[config.mk]
export PLATFORM = sky130hd
export DESIGN_NAME = button_conditioner_flat
export DESIGN_NICKNAME = d
export VERILOG_FILES = /design/src/rtl/button_conditioner_if.sv /design/src/rtl/button_conditioner.sv /design/src/flat_wrapper.sv
export SDC_FILE = /design/constraint.sdc
export NUM_CORES = 1
export LEC_CHECK = 0
export CAP_MARGIN = 5
export CORE_MARGIN = 5
export CORE_UTILIZATION = 30
export DETAILED_ROUTE_END_ITERATION = 8
export GPL_TIMING_DRIVEN = 0
export HOLD_SLACK_MARGIN = 0.03
export PLACE_DENSITY = 0.45
export SLEW_MARGIN = 5
export SYNTH_ARGS = -nofsm -noshare
export SYNTH_HDL_FRONTEND = slang
export SYNTH_SLANG_ARGS = --single-unit
export TNS_END_PERCENT = 30
[constraint.sdc]
create_clock -name clk -period 2.4 [get_ports clk]
set_input_delay 0.36 -clock clk [delete_from_list [all_inputs] [get_ports clk]]
set_output_delay 0.36 -clock clk [all_outputs]
set_load 0.03 [all_outputs]
[src/rtl/button_conditioner_if.sv]
`default_nettype none
// button_conditioner_if: raw button inputs plus the conditioned level/pulse/held outputs.
interface button_conditioner_if #(
  parameter int N_BTN = 2
);
  logic [N_BTN-1:0] btn_in;
  logic [N_BTN-1:0] btn_level;
  logic [N_BTN-1:0] btn_press;
  logic [N_BTN-1:0] btn_release;
  logic [N_BTN-1:0] btn_held;

  modport master (
    output btn_in,
    input  btn_level, btn_press, btn_release, btn_held
  );

  modport slave (
    input  btn_in,
    output btn_level, btn_press, btn_release, btn_held
  );
endinterface
`default_nettype wire

[src/rtl/button_conditioner.sv]
`default_nettype none
// button_conditioner: per-button 2-flop synchroniser and stability-counter debouncer with press/release pulses.
// Auto-repeat press pulses and btn_held are built only when BUTTON_AUTOREPEAT_EN is defined.
module button_conditioner #(
  parameter int N_BTN         = 2,
  parameter int DB_CYCLES     = 4,
  parameter int CNT_W         = 16,
  parameter int HOLD_CYCLES   = 20,
  parameter int REPEAT_CYCLES = 8
) (
  input  wire logic           clk,
  input  wire logic           reset,
  button_conditioner_if.slave bus
);

  localparam logic [CNT_W-1:0] DB_LAST = CNT_W'(DB_CYCLES - 1);
`ifdef BUTTON_AUTOREPEAT_EN
  localparam logic [CNT_W-1:0] HOLD_LAST = CNT_W'(HOLD_CYCLES - 1);
  localparam logic [CNT_W-1:0] REP_LAST  = CNT_W'(REPEAT_CYCLES - 1);
`endif

  if (DB_CYCLES < 2 || HOLD_CYCLES < 2 || REPEAT_CYCLES < 2) begin : g_bad_params
    $error("button_conditioner: DB_CYCLES, HOLD_CYCLES and REPEAT_CYCLES must be >= 2");
  end

  logic [N_BTN-1:0] level_w;
  logic [N_BTN-1:0] press_w;
  logic [N_BTN-1:0] release_w;
  logic [N_BTN-1:0] held_w;

  for (genvar i = 0; i < N_BTN; i++) begin : g_chan
    logic [1:0]       sync;
    logic [CNT_W-1:0] db_cnt;
    logic             level_q;
    logic             press_q;
    logic             release_q;
    logic             differ;
    logic             accept;
    logic             rise;

    // accept fires on the DB_CYCLES-th consecutive cycle that s disagrees with the level
    assign differ = sync[1] ^ level_q;
    assign accept = differ && (db_cnt == DB_LAST);
    assign rise   = accept && sync[1];

    always_ff @(posedge clk or negedge reset) begin
      if (!reset) begin
        sync      <= 2'b00;
        db_cnt    <= '0;
        level_q   <= 1'b0;
        release_q <= 1'b0;
      end else begin
        sync      <= {sync[0], bus.btn_in[i]};
        db_cnt    <= (differ && !accept) ? db_cnt + 1'b1 : '0;
        if (accept) begin
          level_q <= sync[1];
        end
        release_q <= accept && !sync[1];
      end
    end

`ifdef BUTTON_AUTOREPEAT_EN
    logic [CNT_W-1:0] hold_cnt;
    logic [CNT_W-1:0] rep_cnt;
    logic             held_q;
    logic             fire;

    // a falling accept blocks any repeat pulse on the release edge
    assign fire = level_q && !accept &&
                  (held_q ? (rep_cnt == REP_LAST) : (hold_cnt == HOLD_LAST));

    always_ff @(posedge clk or negedge reset) begin
      if (!reset) begin
        hold_cnt <= '0;
        rep_cnt  <= '0;
        held_q   <= 1'b0;
        press_q  <= 1'b0;
      end else begin
        press_q <= rise || fire;
        if (!level_q || accept) begin
          hold_cnt <= '0;
          rep_cnt  <= '0;
          held_q   <= 1'b0;
        end else if (fire) begin
          held_q  <= 1'b1;
          rep_cnt <= '0;
        end else if (held_q) begin
          rep_cnt <= rep_cnt + 1'b1;
        end else begin
          hold_cnt <= hold_cnt + 1'b1;
        end
      end
    end

    assign held_w[i] = held_q;
`else
    always_ff @(posedge clk or negedge reset) begin
      if (!reset) begin
        press_q <= 1'b0;
      end else begin
        press_q <= rise;
      end
    end

    assign held_w[i] = 1'b0;
`endif

    assign level_w[i]   = level_q;
    assign press_w[i]   = press_q;
    assign release_w[i] = release_q;
  end

  assign bus.btn_level   = level_w;
  assign bus.btn_press   = press_w;
  assign bus.btn_release = release_w;
  assign bus.btn_held    = held_w;

endmodule
`default_nettype wire

[src/flat_wrapper.sv]
// flat-port wrapper written by rule: the top's interface ports become plain ports
module button_conditioner_flat 
#(
  parameter int N_BTN         = 2,
  parameter int DB_CYCLES     = 4,
  parameter int CNT_W         = 16,
  parameter int HOLD_CYCLES   = 20,
  parameter int REPEAT_CYCLES = 8
)
  (clk, reset, bus_btn_in, bus_btn_level, bus_btn_press, bus_btn_release, bus_btn_held);
  button_conditioner_if #(.N_BTN(N_BTN)) bus_i ();
  input  wire logic clk;
  input  wire logic reset;
  input wire logic [$bits(bus_i.btn_in)-1:0] bus_btn_in;
  output wire logic [$bits(bus_i.btn_level)-1:0] bus_btn_level;
  output wire logic [$bits(bus_i.btn_press)-1:0] bus_btn_press;
  output wire logic [$bits(bus_i.btn_release)-1:0] bus_btn_release;
  output wire logic [$bits(bus_i.btn_held)-1:0] bus_btn_held;
  assign bus_i.btn_in = bus_btn_in;
  assign bus_btn_level = bus_i.btn_level;
  assign bus_btn_press = bus_i.btn_press;
  assign bus_btn_release = bus_i.btn_release;
  assign bus_btn_held = bus_i.btn_held;
  button_conditioner #(.N_BTN(N_BTN), .DB_CYCLES(DB_CYCLES), .CNT_W(CNT_W), .HOLD_CYCLES(HOLD_CYCLES), .REPEAT_CYCLES(REPEAT_CYCLES)) u_core (.clk(clk), .reset(reset), .bus(bus_i));
endmodule
==> impl_metrics.json, run 1 <==
{
  "drv_cap": 0,
  "max_freq_ghz": 0.524,
  "pre_cts_slack_ps": 480,
  "hold_viol_final": 0,
  "antenna_found_initial": 0,
  "criticalPathCategory": "flop to flop",
  "cts_buffers": 5,
  "grt_pass1_vias": 1378,
  "cp.required_ps": 2580,
  "synth_area_leaders": "dfrtp_1 53%, xnor2_1 8.8%, nor2_1 6.4%",
  "ys_warn_count": 0,
  "period_minus_slack_ps": 1910,
  "coreArea_mm2": 0.00642,
  "final_util_pct": 36.2,
  "ant_nets": 0,
  "clock_latency_ps": 290,
  "grt_pass1_wl_mm": 6.54,
  "io_buffers": 9,
  "syn_area_mm2": 0.00200,
  "root_buffer": "clkbuf_8",
  "critPathLaunch": "u_core.g_chan[0].db_cnt[0]$_DFF_PN0_",
  "firstDrtPassIters": 4,
  "die_area_mm2": 0.00839,
  "synth_seq_cells": 42,
  "whs_ps": 350,
  "ys_types": 27,
  "min-delay-start": "u_core.g_chan[1].sync[0]$_DFF_PN0_",
  "grt_usage_pct": 9.62,
  "p_leak_nw": 0.939,
  "rsz0062_at_grt": "no",
  "regArea_mm2": 0.00105,
  "drv_slew": 0,
  "dr.first_iter.drc_count": 39,
  "setup_viol": 0,
  "die_h_um": 91.6,
  "antenna_cells": 0,
  "period_share_pct": 79.5,
  "end_kind": "flop",
  "fillers": 635,
  "yosysSeqAreaShare_pct": 52.6,
  "io_pins": 12,
  "min_path_type": "flop to flop",
  "initial_core_util_pct": 31.1,
  "multiInputGateArea_um2": 828,
  "wl_mm": 3.62,
  "synth_edf_count": 0,
  "cellPowerDensity_mw_per_mm2": 786,
  "postSynth.asyncResetShare_pct": 100,
  "timing.final.ws_setup_ps": 493,
  "vias": 1328,
  "yosysTopAreaCell": "dfrtp_1",
  "die_w_um": 91.6,
  "synth.top_cell.area_share_pct": 52.6,
  "avgViaCountPerCell": 4.58,
  "skew_ps": 11.8,
  "wl_per_cell_um": 12.5,
  "fin_nets": 219,
  "setup.worst_path.start_class": "flop",
  "clock-sinks": 42,
  "fp-row-count": 29,
  "dp_hpwl_mm": 2.53,
  "peakVddDrop_v": 0.000388,
  "area_growth_pct": 16.4,
  "cts_tree": "built",
  "grt_max_degree": 36,
  "ys.flop_type": "dfrtp_1",
  "r2r_start": "u_core.g_chan[0].db_cnt[0]$_DFF_PN0_",
  "syn_avg_cell_area_um2": 10.3,
  "cts_setup_buffers": 0,
  "netlist_instances": 194,
  "place.gp.congestion": 0.749,
  "overflow": 0,
  "cts_max_level": 2,
  "status": "finished, final reports clean",
  "clk_pin_slew_ps": 80,
  "drc": 0,
  "final_layout_size_suffix_gt1_share_pct": 13.6,
  "clock_path_buffers": 2,
  "critPathArrivalTime_ps": 2080,
  "crit_path_max_fanout": 10
}
-- state kept, by name (all words and copies together), names as in the netlist --
signal / count
u_core.g_chan.db_cnt: 32
u_core.g_chan.sync: 4
u_core.g_chan.level_q: 2
u_core.g_chan.press_q: 2
u_core.g_chan.release_q: 2
-- final timing paths --
kind                       depth (start not counted)  slack, ps                                     to
hold reg to reg                                    0        350     u_core.g_chan[1].sync[1]$_DFF_PN0_
max in group asynchronous                          3       1520  u_core.g_chan[0].db_cnt[10]$_DFF_PN0_
setup reg to reg                                   6        490  u_core.g_chan[0].db_cnt[10]$_DFF_PN0_
min in group asynchronous                          2        440   u_core.g_chan[1].db_cnt[8]$_DFF_PN0_
hold / removal                                     0        350     u_core.g_chan[1].sync[1]$_DFF_PN0_
setup / recovery                                   6        490  u_core.g_chan[0].db_cnt[10]$_DFF_PN0_
-- metrics by stage --
step	power, mW	area, um2	cells	TNS (ps)
3_5_place_dp	1.28	2200	282	0
4_1_cts	1.86	2320	290	0
5_1_grt	1.94	2320	290	0
3_3_place_gp	1.28	2190	281	-6930
6_report	1.83	2320	290	0
2_1_floorplan	1.13	2000	195	0
-- layer usage --
metal	wire, um	global-route usage (%)
met5	0	0
met4	40	3.64
met3	100	2.89
met2	1650	15.5
met1	1830	12.2
-- report_power, final --
part           total, mW  switching [mW]  internal, mW
logic              0.426           0.248         0.177
clock network      0.570           0.237         0.333
registers          0.830          0.0619         0.768
total               1.83           0.548          1.28
-- cell usage after synthesis (all sizes together), types with 3 or more instances --
cell type,instances
dfrtp,42
nand2,8
nor3b,4
buf,12
nand3,11
nor3,9
xor2,9
nor4,9
xnor2,20
and3,3
nor2,34
inv,5
nand4,14
-- critical path, cell delays in order (launching register included) --
cell and delay (ps):
dfrtp_1 450, ha_1 260, nor4b_1 280, nand4_1 280
nand2_1 250, buf_4 220, nor2_1 60
-- kinds of logic (layout without fill, tap and decap cells) --
kind of cell,count (synthesis),after routing,share of synthesized area [%]
AND/OR/NAND/NOR,97,97,25.2
other,1,2,0.188
AO/OA/AOI/OAI,2,2,0.815
adder cells (fa/ha/maj),2,2,1.25
multiplexers,2,2,1.13
flip-flops,42,42,52.6
XOR/XNOR,29,29,12.7
buffers and inverters,19,37,6.08
-- placed cells by master, fill, tap and decap left out, types with 5 or more instances in the layout --
| cell type | n |
|---|---|
| buf_4 | 10 |
| clkbuf_8 | 7 |
| clkdlybuf4s50_1 | 8 |
| dfrtp_1 | 42 |
| inv_1 | 5 |
| nand2_1 | 8 |
| nand3_1 | 10 |
| nand4_1 | 14 |
| nor2_1 | 34 |
| nor3_1 | 9 |
| nor4_1 | 9 |
| xnor2_1 | 20 |
| xor2_1 | 9 |
-- area by class of cell --
cell class	instances	area share (%)
Sequential cell	42	45.2
Multi-Input combinational cell	134	35.6
Timing Repair Buffer	11	4.95
Buffer	14	4.41
Tap cell	77	4.14
Clock buffer	6	3.55
Clock inverter	1	1.29
Inverter	5	0.807
-- repair_timing --
item                                    in CTS  in global routing
hold endpoints to repair                     7                  0
gates resized for setup                      0                  0
hold buffers                                 1                  0
endpoints found under the setup margin       0                  0
No activity file was read; power rests on OpenSTA's default activity.
==> run 2, diff against run 1 <==
clock period = 1.79 ns   (was 2.4 ns; I/O delays follow)
==> run 2 against run 1 <==
Against the previous run: final cell count increased by 2.1%; worst hold slack got worse by 2.1 ps; combinational power rose by 56%; core utilization grew 1.1 points; power increased by 39%; setup slack lost 440 ps; clock power grew 34%; critical path type is now flop to primary output; register-to-register slack got worse by 410 ps; critical path depth down 4; sequential cell count unchanged.
==> impl_metrics.json, run 2 (synthesized netlist as in run 1, its figures left out) <==
{
  "max_stage_delay_ps": 650,
  "root_buffer": "clkbuf_8",
  "crit_chain": "buf_4 > clkdlybuf4s50_1",
  "io_buffers": 9,
  "antenna_found_initial": 0,
  "die_h_um": 91.6,
  "cellPowerDensity_mw_per_mm2": 1060,
  "period_minus_slack_ps": 1730,
  "rsz0062_at_grt": "no",
  "min_path_type": "input port to async pin",
  "status": "finished, final reports clean",
  "final_area_mm2": 0.00239,
  "reg_top3": "u_core.g_chan.db_cnt: 32 flops, u_core.g_chan.sync: 4 flops",
  "grt_pass1_wl_mm": 6.60,
  "wl_per_cell_um": 12.3,
  "die_area_mm2": 0.00839,
  "firstDrtPassIters": 4,
  "drv_cap": 0,
  "drc": 0,
  "final_common_cell": "dfrtp_1",
  "cp_slowest_cell": "clkdlybuf4s50_1",
  "cts_tree": "built",
  "criticalPathCategory": "flop to primary output",
  "clk_pin_slew_ps": 90,
  "top_register": "u_core.g_chan.db_cnt",
  "p_leak_nw": 0.967,
  "hold_viol_final": 0,
  "final_layout_size_suffix_gt1_share_pct": 19.2,
  "grt_pass1_vias": 1396,
  "critPathTopFamily": "buffers and inverters",
  "grt_usage_pct": 9.69,
  "critPathArrivalTime_ps": 1470,
  "area_growth_pct": 19.9,
  "coreArea_mm2": 0.00642,
  "cts_buffers": 5,
  "end_kind": "primary output",
  "peakVddDrop_v": 0.000522,
  "clock_latency_ps": 290,
  "place.gp.congestion": 0.749,
  "layout_common_cells": "42 x dfrtp_1, 34 x nor2_1, 20 x xnor2_1",
  "vias": 1348,
  "ant_nets": 0,
  "io_pins": 12,
  "wl_mm": 3.63,
  "antenna_cells": 0,
  "fp-row-count": 29,
  "grt_max_degree": 36,
  "dp_hpwl_mm": 2.53,
  "die_w_um": 91.6,
  "overflow": 0,
  "clock_path_buffers": 2,
  "setup.worst_path.start_class": "flop",
  "crit_path_max_fanout": 5,
  "drv_slew": 0,
  "initial_core_util_pct": 31.1,
  "fin_nets": 225,
  "setup_viol": 0,
  "clock-sinks": 42,
  "placed_area_mm2": 0.00220,
  "cp.required_ps": 1520,
  "period_share_pct": 96.9,
  "skew_ps": 11.6,
  "largest_reg_flops": 32,
  "cts_max_level": 2,
  "dr.first_iter.drc_count": 25,
  "crit_buf_inv": 2,
  "avgViaCountPerCell": 4.55,
  "max_freq_ghz": 0.577,
  "r2r_setup_slack_ps": 80,
  "power_mw": 2.54
}
-- run 2: worst reg2reg max path, delay by kind of cell, from the launching register on --
family / cells / cell delay [ps]
buffers and inverters: 1 / 210
muxes: 1 / 260
and+or+nand+nor: 2 / 430
DFF: 1 / 450
adders and majority gates: 1 / 250
-- run 2: power by group --
| part | switching [mW] | leakage, nW | internal, mW | total [mW] |
|---|---|---|---|---|
| Clock | 0.316 | 0.0573 | 0.447 | 0.763 |
| Sequential | 0.0823 | 0.569 | 1.03 | 1.11 |
| Combinational | 0.357 | 0.341 | 0.307 | 0.664 |
-- run 2: cell type report --
cell class,count,area (um2)
buffer,14,106
clock buffer,6,82.6
clock inverter,1,30.0
fill,633,4030
inverter,5,18.8
multi-input combinational,134,851
sequential,42,1050
tap,77,96.3
timing repair buffer,17,158
-- run 2: final timing paths --
path	end	start	cells after the start
max in group asynchronous	u_core.g_chan[0].db_cnt[10]$_DFF_PN0_	reset	3
min in group clk	u_core.g_chan[1].sync[1]$_DFF_PN0_	u_core.g_chan[1].sync[0]$_DFF_PN0_	0
max reg2reg	u_core.g_chan[0].level_q$_DFFE_PN0P_	u_core.g_chan[0].db_cnt[0]$_DFF_PN0_	5
min	u_core.g_chan[1].db_cnt[8]$_DFF_PN0_	reset	2
max	bus_btn_level[0]	u_core.g_chan[0].level_q$_DFFE_PN0P_	2
min reg2reg	u_core.g_chan[1].sync[1]$_DFF_PN0_	u_core.g_chan[1].sync[0]$_DFF_PN0_	0
-- run 2: routing by layer --
metal	share of wire, %	global-route usage (%)	vias up
li1	-	-	703
met1	50	12.3	634
met2	47	15.6	9
met3	2.5	2.89	2
met4	0.83	3.64	0
met5	0	0	-
-- run 2: repair_timing --
action,CTS,global route
hold buffers,1,0
pin swaps,2,2
endpoints found under the hold margin,7,0
gates cloned,0,0
endpoints found under the setup margin,20,22
buffers inserted,2,4
resized for setup,4,4
-- run 2: stage by stage --
| step | std cells | hold WS, ps | setup TNS (ps) | worst slack [ps] | util [%] |
|---|---|---|---|---|---|
| 5_1_grt | 296 | 359 | 0 | 2.24 | 37.3 |
| 3_3_place_gp | 281 | 335 | -31720 | -687 | 34.1 |
| 2_1_floorplan | 195 | -27.1 | 0 | 234 | - |
| 4_1_cts | 292 | 349 | 0 | 16.9 | 36.6 |
| 3_5_place_dp | 282 | 135 | -2320 | -130 | 34.3 |
| 6_report | 296 | 348 | 0 | 56.0 | 37.3 |
